--- config.mk ---
export PLATFORM = sky130hd
export DESIGN_NAME = mem_sequencer
export DESIGN_NICKNAME = d
export VERILOG_FILES = /design/src/rtl/mem_seq_pkg.sv /design/src/rtl/mem_sequencer.sv
export SDC_FILE = /design/constraint.sdc
export NUM_CORES = 1
export LEC_CHECK = 0
export CELL_PAD_IN_SITES_DETAIL_PLACEMENT = 0
export CELL_PAD_IN_SITES_GLOBAL_PLACEMENT = 1
export CORE_MARGIN = 5
export CORE_UTILIZATION = 32
export CTS_CLUSTER_SIZE = 10
export DETAILED_ROUTE_END_ITERATION = 8
export PLACE_DENSITY = 0.79
export SLEW_MARGIN = 10
export SYNTH_ARGS = -nofsm -noshare
export SYNTH_HDL_FRONTEND = slang
export SYNTH_SLANG_ARGS = --single-unit
--- constraint.sdc ---
create_clock -name clk -period 2.01 [get_ports clk]
set_clock_uncertainty 0.2 [all_clocks]
set_input_delay 0.3015 -clock clk [delete_from_list [all_inputs] [get_ports clk]]
set_output_delay 0.3015 -clock clk [all_outputs]
set_load 0.01 [all_outputs]
--- src/rtl/mem_seq_pkg.sv ---
// Shared constants for the memory access sequencer: default geometry,
// read latency and the FSM state encoding.
package mem_seq_pkg;

   localparam int ADDR_W_DEF = 8;
   localparam int DATA_W_DEF = 16;
   localparam int RD_LAT_DEF = 1;

   // Width of the read-latency down-counter; covers RD_LAT up to 3.
   localparam int CNT_W = 2;

   typedef logic [1:0] state_t;

   localparam state_t ST_IDLE = 2'd0;
   localparam state_t ST_WR   = 2'd1;
   localparam state_t ST_RD   = 2'd2;

endpackage

--- src/rtl/mem_sequencer.sv ---
// Single-port RAM access sequencer. Accepts one host read or write at a
// time, drives the external RAM, and returns wack / rvalid pulses.
// An optional auto-increment pointer can replace the host address.
module mem_sequencer
   import mem_seq_pkg::*;
#(
   parameter int ADDR_W = ADDR_W_DEF,
   parameter int DATA_W = DATA_W_DEF,
   parameter int RD_LAT = RD_LAT_DEF
) (
   input  logic              clk,
   input  logic              reset,
   input  logic              req,
   input  logic              rw,
   input  logic              auto_inc,
   input  logic [ADDR_W-1:0] haddr,
   input  logic [DATA_W-1:0] hwdata,
   input  logic              ptr_load,
   output logic              busy,
   output logic              wack,
   output logic              rvalid,
   output logic [DATA_W-1:0] rdata,
   output logic [ADDR_W-1:0] ptr,
   output logic              ram_we,
   output logic [ADDR_W-1:0] ram_addr,
   output logic [DATA_W-1:0] ram_din,
   input  logic [DATA_W-1:0] ram_dout
);

   state_t            state_q,    state_d;
   logic [CNT_W-1:0]  cnt_q,      cnt_d;
   logic [ADDR_W-1:0] ptr_q,      ptr_d;
   logic [ADDR_W-1:0] ram_addr_q, ram_addr_d;
   logic [DATA_W-1:0] ram_din_q,  ram_din_d;
   logic [DATA_W-1:0] rdata_q,    rdata_d;
   logic              wack_q,     wack_d;
   logic              rvalid_q,   rvalid_d;

   // Next-state logic: acceptance, write strobe, read latency countdown.
   always_comb begin
      state_d    = state_q;
      cnt_d      = cnt_q;
      ptr_d      = ptr_q;
      ram_addr_d = ram_addr_q;
      ram_din_d  = ram_din_q;
      rdata_d    = rdata_q;
      wack_d     = 1'b0;
      rvalid_d   = 1'b0;
      case (state_q)
         ST_IDLE: begin
            // A pointer load takes priority; a concurrent req stays pending.
            if (ptr_load) begin
               ptr_d = haddr;
            end else if (req) begin
               ram_addr_d = auto_inc ? ptr_q : haddr;
               ram_din_d  = hwdata;
               if (auto_inc) begin
                  ptr_d = ptr_q + 1'b1;
               end
               if (rw) begin
                  state_d = ST_WR;
               end else begin
                  state_d = ST_RD;
                  cnt_d   = CNT_W'(RD_LAT);
               end
            end
         end
         ST_WR: begin
            state_d = ST_IDLE;
            wack_d  = 1'b1;
         end
         ST_RD: begin
            // Address is held RD_LAT+1 cycles; data is sampled on the last.
            if (cnt_q == '0) begin
               rdata_d  = ram_dout;
               rvalid_d = 1'b1;
               state_d  = ST_IDLE;
            end else begin
               cnt_d = cnt_q - 1'b1;
            end
         end
         default: begin
            state_d = ST_IDLE;
         end
      endcase
   end

   // State and datapath registers; reset clears everything immediately.
   always_ff @(posedge clk or negedge reset) begin
      if (!reset) begin
         state_q    <= ST_IDLE;
         cnt_q      <= '0;
         ptr_q      <= '0;
         ram_addr_q <= '0;
         ram_din_q  <= '0;
         rdata_q    <= '0;
         wack_q     <= 1'b0;
         rvalid_q   <= 1'b0;
      end else begin
         state_q    <= state_d;
         cnt_q      <= cnt_d;
         ptr_q      <= ptr_d;
         ram_addr_q <= ram_addr_d;
         ram_din_q  <= ram_din_d;
         rdata_q    <= rdata_d;
         wack_q     <= wack_d;
         rvalid_q   <= rvalid_d;
      end
   end

   // Write enable is decoded from state so it drops as soon as reset hits.
   assign ram_we   = (state_q == ST_WR);
   assign busy     = (state_q != ST_IDLE);
   assign wack     = wack_q;
   assign rvalid   = rvalid_q;
   assign rdata    = rdata_q;
   assign ptr      = ptr_q;
   assign ram_addr = ram_addr_q;
   assign ram_din  = ram_din_q;

endmodule

== Word level (Yosys, flattened, before mapping) ==
Cells that the tools add are included.

* Logic and storage cells: 46
* Bits in latches: 0
* Output and inout bits: 52
* Memories kept: 0
* Memory bits (read-only): 0
* Flip-flop bits (word level): 54
* Input bits: 46
* Bits in writable memories: 0

* Equal/unequal tests: 7
* Shift operators: 0
* Bitwise operators: 1
* Order comparisons: 0
* Multiplexer cells: 17
* Reductions and logical operators: 11
* $add $sub $neg: 2
* $mul: 0
* Div/mod/pow operators: 0

{| class="wikitable"
|+ Operators with widths
! operator !! count
|-
| $mux W8 || 4
|-
| $mux W2 || 8
|-
| $ne A2 B2 Y1 const B || 5
|-
| $reduce_and A3 Y1 || 3
|-
| $add A8 B1 Y8 const B || 1
|-
| $pmux W2 S2 || 2
|-
| $reduce_bool A2 Y1 || 4
|-
| $reduce_and A5 Y1 || 1
|-
| $logic_not A2 Y1 || 2
|-
| $mux W1 || 3
|-
| $eq A2 B1 Y1 const B || 1
|-
| $eq A2 B2 Y1 const B || 1
|-
| $reduce_and A2 Y1 || 1
|-
| $sub A2 B1 Y2 const B || 1
|-
| $not A1 Y1 || 1
|}

== Depth between registers and ports, before layout ==
* Word-level depth: 4
* Gate-level depth with buffers: 7
* Depth with buffers taken out: 6

== Least setup slack after synthesis ==
No wires, ideal clock.

* Path kind: reg-to-reg
* From: register state_q[0]
* To: register ram_din_q[10], in the netlist ram_din[10]
* Path buffers: 1
* Clock period less this slack: 1.807 ns
* Setup time: 0.125 ns
* Cell stages (with the launch flop): 6
* Path slack: 0.203 ns
* Data required time: 1.685 ns
* Data arrival time: 1.482 ns
* Cells stage by stage: dfrtp_1 nor2_4 inv_2 nor3b_4 buf_6 mux2_2

* Word-level cells in the longest chain between the ends: 2

{| class="wikitable"
|+ RTL lines
! item !! RTL line !! text
|-
| start, declared || mem_sequencer.sv:30 || <nowiki>state_t state_q, state_d;</nowiki>
|-
| start signal, assigned || mem_sequencer.sv:100 || <nowiki>state_q <= state_d;</nowiki>
|-
| $logic_not A2 Y1 || mem_sequencer.sv:49 || <nowiki>case (state_q)</nowiki>
|-
| $reduce_and A3 Y1 (no line) || n/a ||
|-
| end signal, assigned || mem_sequencer.sv:104 || <nowiki>ram_din_q <= ram_din_d;</nowiki>
|-
| end, declared || mem_sequencer.sv:34 || <nowiki>logic [DATA_W-1:0] ram_din_q, ram_din_d;</nowiki>
|}

Every way passes these cells.
A chain may end at the register's enable or synchronous reset.

== Worst setup path in the final report ==
* From: register ptr_q[3], in the netlist ptr[3]
* To: output ptr[3]

{| class="wikitable"
|+ RTL lines
! item !! RTL line !! text
|-
| start, declared || mem_sequencer.sv:32 || <nowiki>logic [ADDR_W-1:0] ptr_q, ptr_d;</nowiki>
|-
| start signal, assigned || mem_sequencer.sv:102 || <nowiki>ptr_q <= ptr_d;</nowiki>
|-
| end, declared || mem_sequencer.sv:23 || <nowiki>output logic [ADDR_W-1:0] ptr,</nowiki>
|}

No word-level cell between the ends.

==> summary.md <==
| Metric | Value |
|---|---|
| Result of the run | complete, no violations |
| Chain of cells forming the critical path | clkdlybuf4s50_1 |
| Synth-to-Final Area Change | 53.4% |
| Die Ht | between 90 and 100 um |
| Power per unit of standard cell area | 1350 nW/um^2 |
| First element of the critical path | ptr[3] |
| Share of final-layout standard cells stronger than drive strength 1 | between 10% and 20% |
| WP buf/inv | 1 |
| Fill cell count | about 700 |
| RSZ-0062 raised after global routing | no |
| Number of cell rows | 31 |
| Total power draw | 4.86 mW |
| Slowest cell delay on critical path | ~600 ps |
| Number of hold violations in the final report | 0 |
| CTS tree | built |
| Grt met1 use | 16.1% |
| Crit Path Category | reg -> out |
| Cell type group with the largest total delay on the critical path | buffers and inverters |
| Inserted Clock Buffers | 5 |
| Clk root buf | clkbuf_8 |
| Max Clk Rate | about 0.52 GHz |
| Antenna violations before repair | 0 |
| Post-synth EDFFs | 0 |
| Fraction of post-synthesis cell area in the top cell type by area | 57.6% |
| Start of the worst register-to-register path | state_q[0] |
| Maximum VDD drop | ~540 uV |
| Pins Over Slew Limit | 0 |
| GR Overflow Total | 0 |
| Later-pin clock latency in the skew report | 300 ps |
| Bufs on Longest Clock Path | 2 |
| Core outline area | 7210 sq um |
| Full die area | 9140 sq um |
| Worst slack after detailed placement | -74.4 ps |
| Post-layout minimum cycle time | between 1500 and 2000 ps |
| Count of yosys warnings during synthesis | 0 |
| Leading cell type in the layout, fill and taps excluded | clkdlybuf4s50_1 |
| Total setup buffers inserted after CTS | 0 |
| Sequential element share of the synthesized area | ~58% |
| First-iteration detailed-routing DRC count | a little under 60 |
| Critical Path Source Type | flip-flop |
| Number of library cell types mapped by synthesis | 34 |
| # DRC | 0 |
| Detailed placer's ending HPWL | 4.23 mm |
| Layer carrying the most global-route usage | met2 |
| Count of antenna diodes in the layout | 0 |
| Pin count of the biggest net entering global routing | 55 |
| Sinks on the clock net | 54 |
| Final setup vio count | 0 |
| Clock-pin slew reported for the worst setup and hold paths after clock tree synthesis | roughly 100 ps |
| Path type of the worst min-delay path | reg -> reg |
| Startpoint of the worst hold path | rdata[9] |
| Mean cell area of the mapped netlist | 10.8 sq um |
| Synth Instances | around 220 |
| Data arrival time of the critical path | approximately 1400 ps |
| Library cell occupying the most area in the post-synthesis netlist | dfrtp_1 |
| Initial core utilization | around a third |
| Synthesized netlist net count | about 270 |
| Proportion of register bits with asynchronous set or reset after synthesis | between 90% and 100% |
| Number of H-tree levels | 2 |
| Highest-count cells in the layout ignoring fill and taps | clkdlybuf4s50_1, dfrtp_1, nand2_1, a21oi_1, mux2_2 |
| Initial DRT Pass Iterations | 4 |
| Routed wirelength normalized by instance count | around 13 um |
| Global routing met3 resource utilization | 4.10% |
| Grt met2 use | between 20% and 30% |
| Routed WL | ~5.7 mm |
| Largest cells by area after synthesis | dfrtp_1, nand2_1, mux2_2 |
| Highest fanout seen on the critical path | 7 |
| Transition time at the pin with the least slew margin | ~480 ps |
| Headroom to the max-slew limit | 67.5% |
| Mapped Area | between 2000 and 2500 sq um |
| Flip-flop and latch count after synthesis | 54 |
| Remaining antenna violation count after routing | 0 |
| Die boundary width | between 90 and 100 um |
| Via count normalized by instance count | around 4.5 |
| Cell leakage power | between 1.5 and 2 nW |
| Critical Path RT | 1510 ps |
| GR Util All Layers | around an eighth |
| Total vias in the final route | about 1900 |
| GPL Wtd Cong | about 0.8 |
| Synth Flop Type | dfrtp_1 |
| Final core area utilization | approximately half |
| Crit. End Element | output pin |
| Final nets | roughly 370 |
| Top-level port count | 98 |
| Library cell contributing the largest single delay on the critical path | clkdlybuf4s50_1 |
| Count of buffers inserted at the top-level ports | 97 |
| Setup ws final | approximately 100 ps |
| Vias in the first global route | 1940 |
| Max-capacitance violation count | 0 |
| First-pass GRT wire length | roughly 9 mm |
| Final worst path period share | between 90% and 100% |
[routing by layer]
layer	up-vias	part of all wire, %
met5	-	0
met4	0	0.73
met3	4	8.4
met2	65	47
met1	888	44
li1	940	-
[state kept, by name, summed over array words and instances (netlist names)]
| signal | cells |
|---|---|
| ram_addr | 8 |
| cnt_q | 2 |
| wack | 1 |
| rvalid | 1 |
| rdata | 16 |
| ram_din | 16 |
| ptr | 8 |
| state_q | 2 |
[through the flow]
step	area, sq um	setup TNS, ps	instances	hold WS [ps]
2_1_floorplan	2350	0	218	-194
3_3_place_gp	3480	-536	416	124
3_5_place_dp	3480	-792	416	125
4_1_cts	3600	0	425	285
5_1_grt	3600	0	425	306
6_report	3600	0	425	279
[kinds of logic after synthesis]
group                      after synthesis  share of synthesized area [%]
and+or+nand+nor                         90                           17.9
DFF                                     54                           57.6
AOI/OAI and AO/OA                       30                           7.47
muxes                                   27                           12.4
buffers and inverters                   15                           3.52
adders and majority gates                2                           1.07
[worst paths after layout]
check / end / slack [ps] / cells after the start
min in group asynchronous: ptr[0] / 300 / 3
hold reg to reg: rdata[9] / 280 / 2
setup / recovery: ptr[3] / 100 / 1
max in group asynchronous: rdata[4] / 1050 / 3
hold / removal: rdata[9] / 280 / 2
setup reg to reg: ram_din[7] / 130 / 5
[worst reg2reg max path: cells and delay by family (launching register included)]
kind	cells	cell delay, ps
buf+inv	2	300
flops	1	450
mux	1	360
simple gates	2	470
[cell usage after synthesis, types with 2 or more instances]
master / count
buf_4: 2
nand2b_1: 4
o21ai_0: 3
a21oi_1: 18
ha_1: 2
dfrtp_1: 54
nand4_1: 2
and2_1: 2
nor2_1: 16
buf_6: 2
nand3_1: 3
buf_2: 3
mux2i_1: 10
nand2_1: 51
inv_1: 4
o21bai_1: 2
and3_1: 2
mux2_2: 17
nand3b_1: 3
clkbuf_1: 2
o31ai_1: 3
[final cells by class]
| cell class | count | area (sq um) | area share [%] |
|---|---|---|---|
| well taps | 99 | 124 | 3.44 |
| clock buffers | 5 | 68.8 | 1.91 |
| inverters | 6 | 22.5 | 0.626 |
| repair buffers | 109 | 1080 | 30.0 |
| multi-input cells | 149 | 912 | 25.3 |
| clock inverters | 3 | 40.0 | 1.11 |
| flip-flops and latches | 54 | 1350 | 37.5 |
[report_power, final]
group	switching [mW]	internal, mW	total, mW
Combinational	0.923	1.30	2.22
Sequential	0.352	1.58	1.93
Clock	0.345	0.367	0.713
[timing repair]
action,in CTS,in global routing
endpoints found under the hold margin,54,0
resized for setup,2,0
endpoints found under the setup margin,2,0
hold buffers,1,0
Note: power is estimated with default switching activity, not from simulation.
